===== config.mk =====
export PLATFORM = sky130hd
export DESIGN_NAME = fp_div_arbiter
export DESIGN_NICKNAME = d
export VERILOG_FILES = /design/src/rtl/fp_div_arbiter.sv
export SDC_FILE = /design/constraint.sdc
export NUM_CORES = 1
export LEC_CHECK = 0
export BUFFER_PORTS_ARGS = -buffer_cell sky130_fd_sc_hd__buf_2
export CAP_MARGIN = 15
export CORE_AREA = 2 2 117 119
export DETAILED_ROUTE_END_ITERATION = 10
export DIE_AREA = 0 0 119 121
export GPL_ROUTABILITY_DRIVEN = 0
export PLACE_DENSITY = 0.53
export SLEW_MARGIN = 20
export SYNTH_ARGS = -nofsm -noshare
export SYNTH_HDL_FRONTEND = slang
export SYNTH_SLANG_ARGS = --single-unit

===== constraint.sdc =====
create_clock -name clk -period 7.1 [get_ports clk]
set_clock_uncertainty 0.1 [all_clocks]
set_input_delay 2.13 -clock clk [delete_from_list [all_inputs] [get_ports clk]]
set_output_delay 2.13 -clock clk [all_outputs]
set_load 0.05 [all_outputs]

===== src/rtl/fp_div_arbiter.sv =====
// fp_div_arbiter: round-robin sharing of one fp_divider between two lanes, with in-order owner tracking.
// Define FP_DIV_ARB_STATS_EN to add the saturating grant/stall statistics counters.
module fp_div_arbiter #(
    parameter int DEPTH = 4,
    parameter int CNT_W = 16
) (
    input  logic                     clk,
    input  logic                     rst,
    input  logic [1:0]               req_valid,
    output logic [1:0]               req_ready,
    input  logic [63:0]              req_op_a,
    input  logic [63:0]              req_op_b,
    input  logic [1:0]               req_mode_fp,
    input  logic [1:0]               req_round_mode,
    output logic                     unit_start,
    output logic [31:0]              unit_op_a,
    output logic [31:0]              unit_op_b,
    output logic                     unit_mode_fp,
    output logic                     unit_round_mode,
    input  logic                     unit_ready,
    input  logic                     unit_valid,
    output logic                     unit_ready_in,
    input  logic                     unit_sign,
    input  logic [7:0]               unit_exp,
    input  logic [26:0]              unit_mant,
    input  logic [4:0]               unit_flags,
    input  logic                     unit_mode_fp_out,
    output logic [1:0]               resp_valid,
    input  logic [1:0]               resp_ready,
    output logic                     resp_sign,
    output logic [7:0]               resp_exp,
    output logic [26:0]              resp_mant,
    output logic [4:0]               resp_flags,
    output logic                     resp_mode_fp,
    output logic [$clog2(DEPTH):0]   inflight,
`ifdef FP_DIV_ARB_STATS_EN
    output logic [CNT_W-1:0]         stat_grant0,
    output logic [CNT_W-1:0]         stat_grant1,
    output logic [CNT_W-1:0]         stat_stall,
`endif
    output logic                     err_orphan
);
    localparam int AW = $clog2(DEPTH);

    if (DEPTH < 2 || (DEPTH & (DEPTH - 1)) != 0 || CNT_W < 1) begin : g_bad_params
        $error("fp_div_arbiter: DEPTH must be a power of 2 >= 2 and CNT_W >= 1");
    end

    logic [AW:0]      count;
    logic [AW-1:0]    wp, rp;
    logic [DEPTH-1:0] ids;
    logic             last_grant, can_issue, grant, g, h, busy, pop;

    // The owner FIFO holds one lane bit per in-flight op; its head owns the next divider result.
    always_comb begin
        busy            = count != '0;
        h               = ids[rp];
        can_issue       = !rst && unit_ready && count < (AW+1)'(DEPTH);
        grant           = can_issue && |req_valid;
        g               = &req_valid ? ~last_grant : req_valid[1];
        req_ready       = grant ? (g ? 2'b10 : 2'b01) : 2'b00;
        unit_start      = grant;
        unit_op_a       = g ? req_op_a[63:32] : req_op_a[31:0];
        unit_op_b       = g ? req_op_b[63:32] : req_op_b[31:0];
        unit_mode_fp    = req_mode_fp[g];
        unit_round_mode = req_round_mode[g];
        resp_valid      = (rst || !busy) ? 2'b00 : (h ? {unit_valid, 1'b0} : {1'b0, unit_valid});
        unit_ready_in   = busy ? resp_ready[h] : 1'b1;
        pop             = busy && unit_valid && resp_ready[h];
        resp_sign       = unit_sign;
        resp_exp        = unit_exp;
        resp_mant       = unit_mant;
        resp_flags      = unit_flags;
        resp_mode_fp    = unit_mode_fp_out;
        inflight        = count;
    end

    always_ff @(posedge clk) begin
        if (rst) begin
            count      <= '0;
            wp         <= '0;
            rp         <= '0;
            last_grant <= 1'b1;
            err_orphan <= 1'b0;
        end else begin
            if (grant) begin
                ids[wp]    <= g;
                wp         <= wp + AW'(1);
                last_grant <= g;
            end
            if (pop) rp <= rp + AW'(1);
            count <= count + (AW+1)'(grant) - (AW+1)'(pop);
            if (unit_valid && !busy) err_orphan <= 1'b1;
        end
    end

`ifdef FP_DIV_ARB_STATS_EN
    always_ff @(posedge clk) begin
        if (rst) begin
            stat_grant0 <= '0;
            stat_grant1 <= '0;
            stat_stall  <= '0;
        end else begin
            if (grant && !g && stat_grant0 != '1) stat_grant0 <= stat_grant0 + CNT_W'(1);
            if (grant && g && stat_grant1 != '1) stat_grant1 <= stat_grant1 + CNT_W'(1);
            if (!grant && |req_valid && stat_stall != '1) stat_stall <= stat_stall + CNT_W'(1);
        end
    end
`endif
endmodule

; Word-level counts from Yosys, hierarchy flattened
; Cells that the tools add are included.
[totals]
reg_bits = 13
latch_bits = 0
ramBits = 0
mem_bits_ro = 0
inputBits = 182
out_inout_bits = 118
wordCells = 51
memories = 0
[classes]
n_addsub = 4
n_mul = 0
div = 0
magnitude_cmp = 6
eq_ne = 0
shift = 0
n_mux = 19
n_bitwise = 2
n_reduce_logical = 14
[ops]
columns = cell, count
row1 = 2-to-1 mux 32 bit, 2
row2 = 2-to-1 mux 1 bit, 10
row3 = 2-to-1 mux 2 bit, 4
row4 = logical AND 1 bit, 7
row5 = "less-than comparator 2 x 3 -> 1 bit, second input constant", 2
row6 = "adder 2 x 1 -> 2 bit, second input constant", 2
row7 = bitwise mux 4 bit, 1
row8 = "less-than comparator 1 x 2 -> 1 bit, second input constant", 2
row9 = AND reduction 2 bit, 2
row10 = adder 3 x 1 -> 3 bit, 1
row11 = "less-than comparator 3 bit, second input constant", 1
row12 = nonzero test 3 bit, 1
row13 = subtractor 3 x 1 -> 3 bit, 1
row14 = binary-select mux 1 bit (select 2 bit), 1
row15 = demux 1 bit (select 2 bit), 1
row16 = "greater-or-equal comparator 2 x 1 -> 1 bit, second input constant", 1
row17 = logical NOT 1 bit, 2
row18 = NOT 1 bit, 2
row19 = OR reduction 2 bit, 1
row20 = logical OR 1 bit, 1

; Logic depth before layout (Yosys ltp)
; Gate-level depths: netlist of run 1.
[depth]
word_depth = 6
depth_mapped = 10
ltp_nobuf = 10

; Least setup slack after synthesis of run 1
; Ideal clock, no wire load.
[synth_timing]
path_type = input to output
start = input req_valid[1]
end = output req_ready[1]
arrival_time_ns = 3.713
required_ns = 4.870
slack_ns = 1.157
path_stages = 3
n_path_buf = 0
cell_sequence = o211ai_1 > nor2_1 > and2_1
[synth_between]
elab_cells_between_ends = 6
cone_classes = mux: 3 / reduce/logical: 3
[synth_rtl]
columns = element, line_no
row1 = from (decl), 9  ; input logic [1:0] req_valid,
row2 = OR reduction 2 bit, 59  ; grant = can_issue && |req_valid;
row3 = logical AND 1 bit, 59
row4 = via unit_start, 15  ; output logic unit_start,
row5 = 2-to-1 mux 2 bit, 61  ; req_ready = grant ? (g ? 2'b10 : 2'b01) : 2'b00;
row6 = to (decl), 10  ; output logic [1:0] req_ready,
; The timed path passes the listed nets, and every way through them passes these cells.

; Worst setup path in the final report of run 1
[layout_timing]
start = input req_valid[0]
end = output unit_op_a[8]
[layout_between]
elab_chain_cells = 3
[layout_rtl]
columns = element, line_no
row1 = AND reduction 2 bit, 60  ; g = &req_valid ? ~last_grant : req_valid[1];
row2 = 2-to-1 mux 1 bit, 60
row3 = 2-to-1 mux 32 bit, 63  ; unit_op_a = g ? req_op_a[63:32] : req_op_a[31:0];
row4 = to (decl), 16  ; output logic [31:0] unit_op_a,
; No other way between the ends.

==> summary.md, run 1 <==
In the final timing run, aggregate negative setup slack is 0 ns. The startpoint identified for the worst hold timing path is err_orphan. For the via count of the first global-routing pass, the log shows 1869.

Setup repair after global routing left no endpoint under its margin. The sequential cells in the finished layout cover a total of 300 um^2. After clock tree synthesis, the repair step resized 0 gates. The share of cells above drive strength 1 was 0.643; the number of vias after detailed routing was 1926.

Compared with the post-synthesis result, the final layout area differs by 59.2%. Data arrives at the worst endpoint at 3.44 ns. The worst hold path passes through 2 cells.

In this run, synthesis inferred 4 flip-flops with an integrated enable. Wires add up to 6530 um. For this design the static power due to leakage is 1.45 nW. The proportion of synthesized flip-flops having asynchronous set or reset came out at 0.

The run gives 0 as the global-route congestion overflow total. The gate count after technology mapping is 180, and the mean number of vias per cell is 3.66. For the count of pins over their slew limit, the log shows 0. Entering global routing, the biggest net connects 74 pins. The area enclosed by the die boundary was 14400 um^2; the final HPWL from detailed placement was 5750 um. The tools report the reg-to-reg critical path endpoint as inflight[2]. Final number of setup-violating endpoints: 0.

The total power density per cell area came out at 204 nW/um^2. For the post-place setup slack, the log shows 1.41 ns. Across the run, the number of max-cap violations was 0.

The endpoint class of the critical path was an output port. The worst-case IR drop observed on VDD is 0.0000701 V. The floorplan has 42 rows.

TritonCTS built the clock tree. The die is 121 um tall. For this run, the number of Yosys warnings is 0.

The remaining antenna violation count after routing was 0. The tools report the normalized max-slew margin as 0.674. At the pin with the least slew margin, the transition time is 0.488 ns. The number of buffers added on ports was 215; the portion of the clock cycle consumed by the worst path in the final layout was 0.798. Total of flip-flops plus latches after synthesis: 13. Across all register-to-register paths, the minimum setup slack is 4.44 ns. No sink is reached through more buffers than the 2 on the longest clock path. In this run the critical register-to-register path is launched from rp[0]. The global-route wire length before repair was 9450 um; the depth of the worst register-to-register path was 10.

The worst setup path is launched from an input port. Clock tree root driver cell: clkbuf_16. End point of the worst hold path: err_orphan. The switching part of the total power works out to 0.515. The number of antenna violations at the first check in global routing was 0; the power share of the sequential group was 0.175. The tools report the clock network fraction of design power as 0.184. The logs give 0.169 for the fraction of the yosys area taken by sequential cells and 1 for the count of H-tree levels built during CTS. The combinational share of power came out at 0.641.

The most used flip-flop cell after synthesis is dfxtp_1. Measured along the x axis, the die boundary spans 119 um. For the number of buffers inserted to repair setup after CTS, the log shows 0. The worst setup path is of the input port to output port kind. The logs give 13100 um^2 for the placeable core area and 0.0809 for the global-route usage over all layers. The clock drives 13 sinks. At the end of the flow, the number of nets in the layout was 540. The tools report the post-synthesis cell type count as 29.

The number of hold-slack violations in the final timing report is 0, and the mean post-synth cell area is 9.88 um^2. The path class of the lowest-slack min-delay path was flop to flop. Clock latency on the worst-skew pair, taken at its later pin, is 0.24 ns. For the footprint of the multi-input gates, the log shows 1110 um^2. The clock period could shrink to 5.67 ns. The run finished with clean final reports. The number of design-rule violations left by the first detailed-router iteration is 55, and the number of diodes added for antenna fixing is 0. Of all nets on the critical path, the largest fanout is 73. The effective utilization at floorplan came out at 0.136.

The layout has 1430 filler cells. 300 I/O pins were placed. Counting every net in the synthesized netlist gives 369. Summed over all nets, the switching power comes to 298 uW. The total iterations of the first detailed-routing run was 3; the top achievable clock speed was 176 MHz. In the final routed layout, each cell accounts on average for 12.4 um.

The logs give 0 for the total of hold buffers inserted after clock tree synthesis and 0 for the number of remaining DRC errors. Clock-pin slew was measured on the worst setup and hold paths at 0.04 ns. Across all setup checks in the final design, the least slack found is 1.43 ns. Cell internal power was estimated by the tool at 280 uW.

For the number of clock buffers inserted by TritonCTS, the log shows 3. At the worst endpoint, the required time is 4.87 ns. In this run the cell area of the synthesized design comes to 1780 um^2.
==> registers in the layout, summed over array words and instances, names as in the netlist <==
name	flops
err_orphan	1
ids	4
inflight	3
last_grant	1
rp	2
wp	2
==> metal layers <==
metal  vias up  wire (um)  global-route usage
met3         9        669              0.0258
met1       877       2660               0.103
met5         -          0                   0
li1        920          -                   -
met4         0         50              0.0126
met2       120       3150               0.136
==> cell usage after synthesis, drive strengths merged, types with 2 or more instances <==
cell type	number	area share
or3	2	0.0070
nor3	3	0.0084
edfxtp	4	0.068
a21oi	2	0.0056
mux2	67	0.43
nor2b	2	0.0070
nor2	8	0.018
nand2	2	0.0042
buf	49	0.20
xnor2	2	0.0099
and2	5	0.018
mux2i	3	0.019
inv	6	0.013
dfxtp	9	0.10
ha	6	0.042
==> cells in the final DEF (no fill, tap or decap), drive strengths merged, types with 2 or more instances in the layout <==
cell	count
a21oi	2
and2	5
buf	216
clkbuf	4
dfxtp	9
edfxtp	4
ha	6
inv	6
mux2	67
mux2i	3
nand2	2
nor2	8
nor2b	2
nor3	3
or3	2
xnor2	2
==> metrics by stage <==
step | total power [mW] | cells | area (um^2) | hold slack (ns) | util
after global routing | 0.610 | 526 | 2830 | 0.426 | 0.216
after floorplan | 0.433 | 180 | 1780 | 0.350 | -
after detailed placement | 0.475 | 522 | 2750 | 0.370 | 0.210
after CTS | 0.585 | 526 | 2830 | 0.380 | 0.216
final | 0.578 | 526 | 2830 | 0.375 | 0.216
after global placement | 0.472 | 522 | 2750 | 0.349 | 0.210
==> power by group through the flow <==
stage          registers (mW)  clock network [mW]  logic, mW
2_1_floorplan           0.124                   0      0.308
3_3_place_gp            0.102                   0      0.370
3_5_place_dp            0.103                   0      0.372
4_1_cts                 0.102               0.108      0.375
5_1_grt                 0.103               0.113      0.394
6_report                0.101               0.106      0.371
==> area by class of cell <==
| type | instances | share of cell area |
|---|---|---|
| timing repair buffer | 216 | 0.387 |
| clock buffer | 4 | 0.0279 |
| sequential | 13 | 0.106 |
| multi-input combinational | 111 | 0.393 |
| inverter | 6 | 0.00796 |
| tap | 176 | 0.0778 |
==> logic make-up after synthesis <==
| family | after synthesis | synth area share |
|---|---|---|
| AO/OA/AOI/OAI | 5 | 0.0169 |
| multiplexers | 71 | 0.458 |
| buffers and inverters | 56 | 0.212 |
| adder cells (fa/ha/maj) | 7 | 0.0535 |
| AND/OR/NAND/NOR | 25 | 0.0760 |
| XOR/XNOR | 3 | 0.0148 |
| flip-flops | 13 | 0.169 |
==> worst max-delay path: stages <==
cell and delay [ns]:
buf_2 0.12, a21boi_4 0.17, buf_12 0.34, mux2_1 0.41, buf_2 0.23
==> worst max-delay path by stage <==
stage	endpoint	cells past startpoint	start
finish	unit_op_a[8]	5	req_valid[0]
global route	unit_op_a[8]	5	req_valid[1]
CTS	unit_op_a[8]	5	req_valid[0]
detailed placement	unit_op_a[8]	5	req_valid[0]
global placement	unit_op_a[8]	5	req_valid[0]
floorplan	req_ready[1]	3	req_valid[1]
(Power assumes the default switching activity.)
==> run 2: changes to the inputs <==
--- a/config.mk
+++ b/config.mk
@@ -11,7 +11,7 @@
 export DETAILED_ROUTE_END_ITERATION = 10
 export DIE_AREA = 0 0 119 121
 export GPL_ROUTABILITY_DRIVEN = 0
-export PLACE_DENSITY = 0.53
+export PLACE_DENSITY = 0.54
 export SLEW_MARGIN = 20
 export SYNTH_ARGS = -nofsm -noshare
 export SYNTH_HDL_FRONTEND = slang
==> constraint.sdc (replaced) <==
create_clock -name clk -period 5.1 [get_ports clk]
set_clock_uncertainty 0.1 [all_clocks]
set_input_delay 1.53 -clock clk [delete_from_list [all_inputs] [get_ports clk]]
set_output_delay 1.53 -clock clk [all_outputs]
set_load 0.05 [all_outputs]
==> run 2 against run 1 <==
- die area did not move
- design area increased by 0.27%
- hold slack got worse by 0.018 ns
- flip-flop and latch count is the same
- highest routed layer unchanged
- sequential share of layout area about the same
- utilization is 0.057 points higher
- sequential power rose by 40%
- power rose by 38%
- critical path depth unchanged
- non-clock buffer count rose by 1
==> summary.md, run 2 (synthesis results as in run 1) <==
The most critical setup path has its endpoint at unit_op_a[17]. The tools report the number of buffers inserted to repair setup after CTS as 0. For the pin with the worst max-slew slack, the measured transition is 0.423 ns. The footprint of the multi-input gates is 1110 um^2. Dividing the detail-routed wire length by the instance count gives 12.2 um. The register with the most flip-flops in the layout has 4 of them.

For the number of antenna violations at the first check in global routing, the log shows 0. The tightest hold path in the finished design has a slack of 0.357 ns. Nature of the critical path startpoint: an input port. The analysis attributes to cell leakage a power of 1.46 nW.

Counting instances, the worst hold path has a depth of 2. The clock edge transition at the registers on the reported setup and hold paths works out to 0.04 ns. The count of pins over their slew limit was 0; the sequential cell area in the final layout was 300 um^2.

More flip-flops sit in one register than any other, and that register is ids. Setup repair after global routing left no endpoint under its margin. The leading cell type in the layout, fill and taps excluded is buf_2. The run gives 1916 as the number of vias after detailed routing. The horizontal extent of the die is 119 um.

The number of clock buffers inserted by TritonCTS was 3; the global-route congestion overflow total was 0. The portion of the clock cycle consumed by the worst path in the final layout was 0.874; the number of hold-slack violations in the final timing report was 0. Dividing the detail-routed via count by the number of cells gives 3.64. The run finished with clean final reports. The most critical setup path has its startpoint at req_valid[0]. The initialized floorplan defines 42 standard-cell rows.

The repair_antennas step left the layout with diodes totalling 0. The tree is rooted in a clkbuf_16. The later pin in the worst-skew pair is clocked with a latency of 0.24 ns.

The filler cells instantiated in the layout total 1423. The worst register-to-register path has a setup slack of 2.48 ns. For the net count of the finished layout, the log shows 541. CTS saw 13 sinks. The run gives 300 as the number of top-level design ports. In this run the critical register-to-register path is launched from rp[0].

The highest net fanout along the worst path is 73. In this run, the number of DRC markers left after iteration 0 of detailed routing was 38. The run gives 0.000165 V as the worst ir drop on vdd. Compared with the post-synthesis result, the final layout area differs by 59.6%. Input and output buffers added on the ports amount to 215.

The depth of the worst register-to-register path came out at 10. The post-detailed-routing wire length is 6430 um. The critical path is of the input port to output port type. The tools report the global-route wire length before repair as 9600 um. For the area enclosed by the die boundary, the log shows 14400 um^2. For this run, the top clock speed supported by timing is 224 MHz.

The largest net degree at the start of global routing was 74. Setup violations remaining at the end of the flow were counted as 0. In this run the standard cell core region covers 13100 um^2. In this run the vertical extent of the chip is 121 um. The run gives 1914 as the via count of the first global-routing pass. The tools report the quantity of gates resized following cts as 0. For this run, design rule violations remaining after detail routing come to 0.

The tools report the final HPWL from detailed placement as 5620 um. The clock passes through at most 2 buffers. The normalized max-slew margin was 0.717; the final critical-path required period was 4.46 ns.

For the total of hold buffers inserted after clock tree synthesis, the log shows 0. The effective utilization at floorplan was 0.136. The count of H-tree levels built during CTS was 1; the total power density per cell area was 282 nW/um^2. The reg-to-reg critical path endpoint was inflight[2].

Share of cells above drive strength 1: 0.644. The path class of the tightest hold or removal check is flop to flop. In this run the remaining antenna-violating nets after routing total 0. The tools report the required time at the worst-slack endpoint as 3.47 ns.

The worst setup path is captured at an output port. In the final timing run, aggregate negative setup slack is 0 ns. The run gives 0 as the reported max-cap violation count. The endpoint arrival time on the critical path is 2.83 ns. The pre-antenna-repair detailed-routing pass consisted of 4 iterations. The global-route usage over all layers was 0.0822. TritonCTS built the clock tree.

In the layout the commonest cells are buf_2, mux2_1, dfxtp_1, nor2_1.
run 2: cell types whose count changed in the layout (fill, tap and decap cells not counted), sizes merged:
cell | previous run | this run
buf | 216 | 217
run 2: final cells by class:
class,instances,share of cell area
Clock buffer,4,0.0278
Inverter,6,0.00794
Multi-Input combinational cell,111,0.392
Sequential cell,13,0.106
Tap cell,176,0.0776
Timing Repair Buffer,217,0.389
run 2: worst max-delay path, cell delays in order:
cell and delay, ns:
buf_2 0.12, a21boi_4 0.16, buf_12 0.34, mux2_1 0.41
buf_2 0.23
run 2: metal layers:
layer | vias to the layer above | global-route usage | routed length [um]
li1 | 921 | - | -
met1 | 862 | 0.103 | 2680
met2 | 115 | 0.143 | 3100
met3 | 18 | 0.0197 | 556
met4 | 0 | 0.0186 | 97
met5 | - | 0 | 0
run 2: power by group:
part	internal (mW)	switching, mW
registers	0.124	0.0171
clock network	0.105	0.0412
logic	0.162	0.350
total	0.391	0.408
run 2: per-stage QoR:
step	setup WS [ns]	power, mW	instances	instance area [um^2]	util
final	0.642	0.800	527	2840	0.217
after global placement	0.633	0.651	523	2760	0.211
after global routing	0.586	0.844	527	2840	0.217
after CTS	0.605	0.811	527	2840	0.217
after floorplan	0.357	0.602	180	1780	-
after detailed placement	0.601	0.659	523	2760	0.211
run 2: worst min path at each step:
stage,from,end,slack [ns]
floorplan,last_grant,last_grant,0.35
global placement,err_orphan,err_orphan,0.35
detailed placement,err_orphan,err_orphan,0.35
CTS,err_orphan,err_orphan,0.36
global route,err_orphan,err_orphan,0.41
finish,err_orphan,err_orphan,0.36
